## config.mk

```make
export PLATFORM = sky130hd
export DESIGN_NAME = sp_com_align_flat
export DESIGN_NICKNAME = d
export VERILOG_FILES = /design/src/rtl/sp_com_align_if.sv /design/src/rtl/sp_com_align.sv /design/src/flat_wrapper.sv
export SDC_FILE = /design/constraint.sdc
export NUM_CORES = 1
export LEC_CHECK = 0
export BUFFER_PORTS_ARGS = -buffer_cell sky130_fd_sc_hd__buf_4
export CORE_ASPECT_RATIO = 1.25
export CORE_MARGIN = 4
export CORE_UTILIZATION = 25
export CTS_CLUSTER_SIZE = 10
export DETAILED_ROUTE_END_ITERATION = 8
export GPL_TIMING_DRIVEN = 0
export PLACE_DENSITY_LB_ADDON = 0.05
export SLEW_MARGIN = 20
export SYNTH_ARGS = -nofsm -noshare
export SYNTH_HDL_FRONTEND = slang
export SYNTH_SLANG_ARGS = --single-unit
```

## constraint.sdc

```tcl
create_clock -name clk32f -period 2.23 [get_ports clk32f]
set_input_delay 0.1115 -clock clk32f [delete_from_list [all_inputs] [get_ports clk32f]]
set_output_delay 0.1115 -clock clk32f [all_outputs]
set_load 0.03 [all_outputs]
```

## src/rtl/sp_com_align_if.sv

```systemverilog
// Lane-side bundle for sp_com_align: serial bit in, aligned byte strobe and link status out.
// The slave side is the aligner; the master side drives the serial bit and observes the results.
interface sp_com_align_if;
    logic       data_in;
    logic [7:0] data_out;
    logic       valid_out;
    logic       active;
    logic [2:0] com_count;

    modport slave (
        input  data_in,
        output data_out,
        output valid_out,
        output active,
        output com_count
    );

    modport master (
        output data_in,
        input  data_out,
        input  valid_out,
        input  active,
        input  com_count
    );
endinterface

```

## src/rtl/sp_com_align.sv

```systemverilog
// Serial-to-parallel comma aligner: hunts COM bit-by-bit, trains on COM_NEEDED COMs, then emits data bytes.
// Latency: a byte is registered on the edge sampling its 8th bit. There is no backpressure; valid_out is a strobe.
module sp_com_align #(
    parameter int         COM_NEEDED = 4,
    parameter logic [7:0] COM_SYM    = 8'hBC,
    parameter logic [7:0] IDL_SYM    = 8'h7C
) (
    input  logic          clk32f,
    input  logic          reset,
    sp_com_align_if.slave bus
);

    typedef enum logic [1:0] {
        HUNT   = 2'd0,
        ALIGN  = 2'd1,
        ACTIVE = 2'd2
    } state_t;

    localparam logic [2:0] COM_MAX = 3'(COM_NEEDED);

    state_t     state_q, state_d;
    logic [7:0] sr_q, sr_d;
    logic [2:0] bit_cnt_q, bit_cnt_d;
    logic [2:0] com_count_q, com_count_d;
    logic [7:0] data_out_q, data_out_d;
    logic       valid_out_q, valid_out_d;
    logic       active_q, active_d;

    logic [7:0] cand;
    logic [2:0] com_inc;
    logic       boundary;

    always_comb begin
        cand        = {sr_q[6:0], bus.data_in};
        com_inc     = com_count_q + 3'd1;
        boundary    = (bit_cnt_q == 3'd7);
        state_d     = state_q;
        sr_d        = cand;
        bit_cnt_d   = bit_cnt_q;
        com_count_d = com_count_q;
        data_out_d  = data_out_q;
        valid_out_d = 1'b0;
        active_d    = active_q;

        unique case (state_q)
            HUNT: begin
                if (cand == COM_SYM) begin
                    bit_cnt_d   = 3'd0;
                    com_count_d = 3'd1;
                    if (COM_MAX <= 3'd1) begin
                        state_d  = ACTIVE;
                        active_d = 1'b1;
                    end else begin
                        state_d = ALIGN;
                    end
                end
            end
            ALIGN: begin
                bit_cnt_d = bit_cnt_q + 3'd1;
                if (boundary) begin
                    if (cand == COM_SYM) begin
                        com_count_d = com_inc;
                        if (com_inc >= COM_MAX) begin
                            state_d  = ACTIVE;
                            active_d = 1'b1;
                        end
                    end else begin
                        // Lost lock: bit-granular search resumes on the very next edge.
                        state_d     = HUNT;
                        com_count_d = 3'd0;
                        bit_cnt_d   = 3'd0;
                    end
                end
            end
            ACTIVE: begin
                bit_cnt_d = bit_cnt_q + 3'd1;
                if (boundary && (cand != COM_SYM) && (cand != IDL_SYM)) begin
                    data_out_d  = cand;
                    valid_out_d = 1'b1;
                end
            end
            default: begin
                state_d = HUNT;
            end
        endcase
    end

    always_ff @(posedge clk32f) begin
        if (reset) begin
            state_q     <= HUNT;
            sr_q        <= 8'h00;
            bit_cnt_q   <= 3'd0;
            com_count_q <= 3'd0;
            data_out_q  <= 8'h00;
            valid_out_q <= 1'b0;
            active_q    <= 1'b0;
        end else begin
            state_q     <= state_d;
            sr_q        <= sr_d;
            bit_cnt_q   <= bit_cnt_d;
            com_count_q <= com_count_d;
            data_out_q  <= data_out_d;
            valid_out_q <= valid_out_d;
            active_q    <= active_d;
        end
    end

    assign bus.data_out  = data_out_q;
    assign bus.valid_out = valid_out_q;
    assign bus.active    = active_q;
    assign bus.com_count = com_count_q;

endmodule

```

## src/flat_wrapper.sv

```systemverilog
// flat-port wrapper written by rule: the top's interface ports become plain ports
module sp_com_align_flat 
#(
    parameter int         COM_NEEDED = 4,
    parameter logic [7:0] COM_SYM    = 8'hBC,
    parameter logic [7:0] IDL_SYM    = 8'h7C
)
  (clk32f, reset, bus_data_in, bus_data_out, bus_valid_out, bus_active, bus_com_count);
  sp_com_align_if bus_i ();
  input  logic clk32f;
  input  logic reset;
  input wire logic [$bits(bus_i.data_in)-1:0] bus_data_in;
  output wire logic [$bits(bus_i.data_out)-1:0] bus_data_out;
  output wire logic [$bits(bus_i.valid_out)-1:0] bus_valid_out;
  output wire logic [$bits(bus_i.active)-1:0] bus_active;
  output wire logic [$bits(bus_i.com_count)-1:0] bus_com_count;
  assign bus_i.data_in = bus_data_in;
  assign bus_data_out = bus_i.data_out;
  assign bus_valid_out = bus_i.valid_out;
  assign bus_active = bus_i.active;
  assign bus_com_count = bus_i.com_count;
  sp_com_align #(.COM_NEEDED(COM_NEEDED), .COM_SYM(COM_SYM), .IDL_SYM(IDL_SYM)) u_core (.clk32f(clk32f), .reset(reset), .bus(bus_i));
endmodule
```

==> results_dict.tcl <==
set metrics [dict create \
    cts_setup_buffers 0 \
    hold_start "bus_data_in" \
    diodes 0 \
    cpPeakStageDelay_ps 420 \
    drt-initial-drc-count 59 \
    pre_cts_ws_ps 339 \
    cp.depth 7 \
    finalHoldViolCount 0 \
    die_h_um 84.6 \
    clk_latency_ps 270 \
    core_area_mm2 0.00446 \
    power.density_mw_per_mm2 540 \
    slowest_stage "dfxtp_1" \
    placed_area_mm2 0.00136 \
    stdcell_count 198 \
    antenna_found_initial 0 \
    synthFlopType "dfxtp_1" \
    die_x_um 69.3 \
    slew_headroom_pct 64.5 \
    hpwl_mm 2.05 \
    crit_path_frequent_cell "ha_1" \
    fin_skew_ps 4.83 \
    syn-num-nets 130 \
    area_delta_synth_final_pct 19.7 \
    hold_path_class "in -> reg" \
    htreeDepth 1 \
    drv_cap 0 \
    critPathMaxFanout 8 \
    postCtsHoldBufs 0 \
    rows 27 \
    crit_path_end_kind "flop" \
    yosysSeqAreaShare_pct 42.6 \
    cp-start-kind "flop" \
    syn-cell-area_mm2 0.00117 \
    drive_above_1_share_pct 22.9 \
    dpl.cell_count 194 \
    avgViaCountPerCell 4.85 \
    fp.dieArea_mm2 0.00587 \
    finalCriticalPeriod_ps 1910 \
    cts_buffers 3 \
    synth.distinct_cells 37 \
    clk_pin_slew_ps 90 \
    slew_viol_final 0 \
    cts_tree "built" \
    layout_setup_ws_ps 318 \
    total_power_uw 759 \
    fmax_mhz 523 \
    place.gp.congestion 0.725 \
    place.port_buffers 15 \
    path_cells "ha_1 > ha_1 > clkbuf_2 > nand2_1 > a41oi_4 > mux2i_1 > nor2_1" \
    required_ps 2380 \
    ys_top_cells_by_area "dfxtp_1 (43%), ha_1 (6.4%), a21oi_1 (4.3%)" \
    grt-ovfl-total 0 \
    yosysTopAreaCell "dfxtp_1" \
    ant_nets 0 \
    drc 0 \
    stdcell_area_mm2 0.00141 \
    clock_sinks 25 \
    synth-async-reset-ratio_pct 0 \
    io_pins 16 \
    fin_tns_setup_ps 0 \
    wl_per_cell_um 13.6 \
    ys_warn_count 0 \
    finalWirelength_mm 2.70 \
    period_share_pct 85.7 \
    initial_utilization_pct 26.3 \
    reg2regPathDepth 7 \
    setup_viol 0 \
    multiInputGateArea_um2 604 \
    reg2reg_setup_slack_ps 320 \
    synthTopCellsByCount "dfxtp_1 (25), a21oi_1 (10), inv_1 (8), nor2b_1 (8)" \
    cp.arrival_ps 2060 \
    cts-root-buf "clkbuf_8" \
    yosys.cell_count.top_type "dfxtp_1" \
    grtUsageTotal_pct 9.80 \
    grt_first_pass_wirelength_mm 4.70 \
    hold_depth 2 \
    cts-resized-gates 0 \
    drt_pre_antenna_iters 4 \
    worst_pin_slew_ps 533 \
    crit_start "u_core.bit_cnt_q[0]$_SDFFE_PP0P_" \
    rsz0062_at_grt "false" \
    p_leak_nw 0.527 \
    status "finished clean" \
    whs_ps 64.1 \
    post-route-util_pct 31.5 \
    ys_ff_latch 25 \
    critPathBufInv 1 \
    grt_max_degree 15 \
    synth_top_area_share_pct 42.6 \
    num_vias 960 \
    peakVddDrop_mv 0.277 \
    synth-edff-count 0 \
    setup.worst_path.class "reg -> reg" \
    timing.rr.start "u_core.bit_cnt_q[0]$_SDFFE_PP0P_" \
    grt_pass1_vias 969 \
    synth_cells 121 \
    regArea_um2 500 \
    synth.avg_cell_area_um2 9.71 \
    n_fill_cell 500 \
    critPathTopFamily "flip-flops" \
    cts_buffer_depth 2 \
    nets 150 \
]
## layer usage
layer	GRT usage, %	vias up	share of wire [%]	wire length (um)
li1	-	480	-	-
met1	12.0	453	47	1280
met2	16.5	22	48	1290
met3	2.40	5	3.3	88
met4	3.73	0	1.5	40
met5	0	-	0	0
## cell families (layout without fill, tap and decap cells)
group                    after synthesis  in the layout  share of synthesized area (%)
AND/OR/NAND/NOR                       37             37                           18.1
AO/OA/AOI/OAI                         33             33                           22.0
flip-flops                            25             25                           42.6
buffers and inverters                 14             33                           5.96
adder cells (fa/ha/maj)                6              6                           6.39
multiplexers                           4              4                           3.41
XOR/XNOR                               2              2                           1.49
## sequential cells by signal, summed over array words and instances (netlist names)
register / flops
u_core.bus.data_out: 8
u_core.sr_q: 7
u_core.bit_cnt_q: 3
u_core.bus.com_count: 3
u_core.state_q: 2
u_core.bus.active: 1
u_core.bus.valid_out: 1
## path summary, 6_finish.rpt
check,endpoint
max,u_core.bus.data_out[1]$_SDFFE_PP0P_
max reg2reg,u_core.bus.data_out[1]$_SDFFE_PP0P_
min,u_core.sr_q[0]$_SDFF_PP0_
min reg2reg,u_core.bus.active$_SDFFE_PP0P_
## final cells by class
| class | instances | area share, % |
|---|---|---|
| multi-input cells | 82 | 43.0 |
| flip-flops and latches | 25 | 35.6 |
| repair buffers | 15 | 8.01 |
| well taps | 58 | 5.16 |
| clock buffers | 3 | 2.94 |
| plain buffers | 6 | 2.85 |
| inverters | 8 | 2.14 |
| clock inverters | 1 | 0.356 |
## cell usage in the layout, fill, tap and decap left out, drive strengths merged, types with 2 or more instances in the layout
| master | n |
|---|---|
| inv | 8 |
| a21oi | 10 |
| o21ai | 7 |
| clkbuf | 6 |
| nor2b | 8 |
| buf | 18 |
| a31o | 2 |
| and2 | 3 |
| mux2i | 4 |
| nand3 | 5 |
| dfxtp | 25 |
| nand2 | 4 |
| and3 | 2 |
| a41oi | 4 |
| nor2 | 7 |
| o221a | 2 |
| nand4 | 4 |
| ha | 6 |
## where the power goes
group,leakage (nW),switching (mW),internal [mW]
registers,0.202,0.00486,0.451
clock network,0.0255,0.151,0.125
logic,0.300,0.0165,0.0110
total,0.527,0.173,0.587
(Power assumes the default switching activity.)
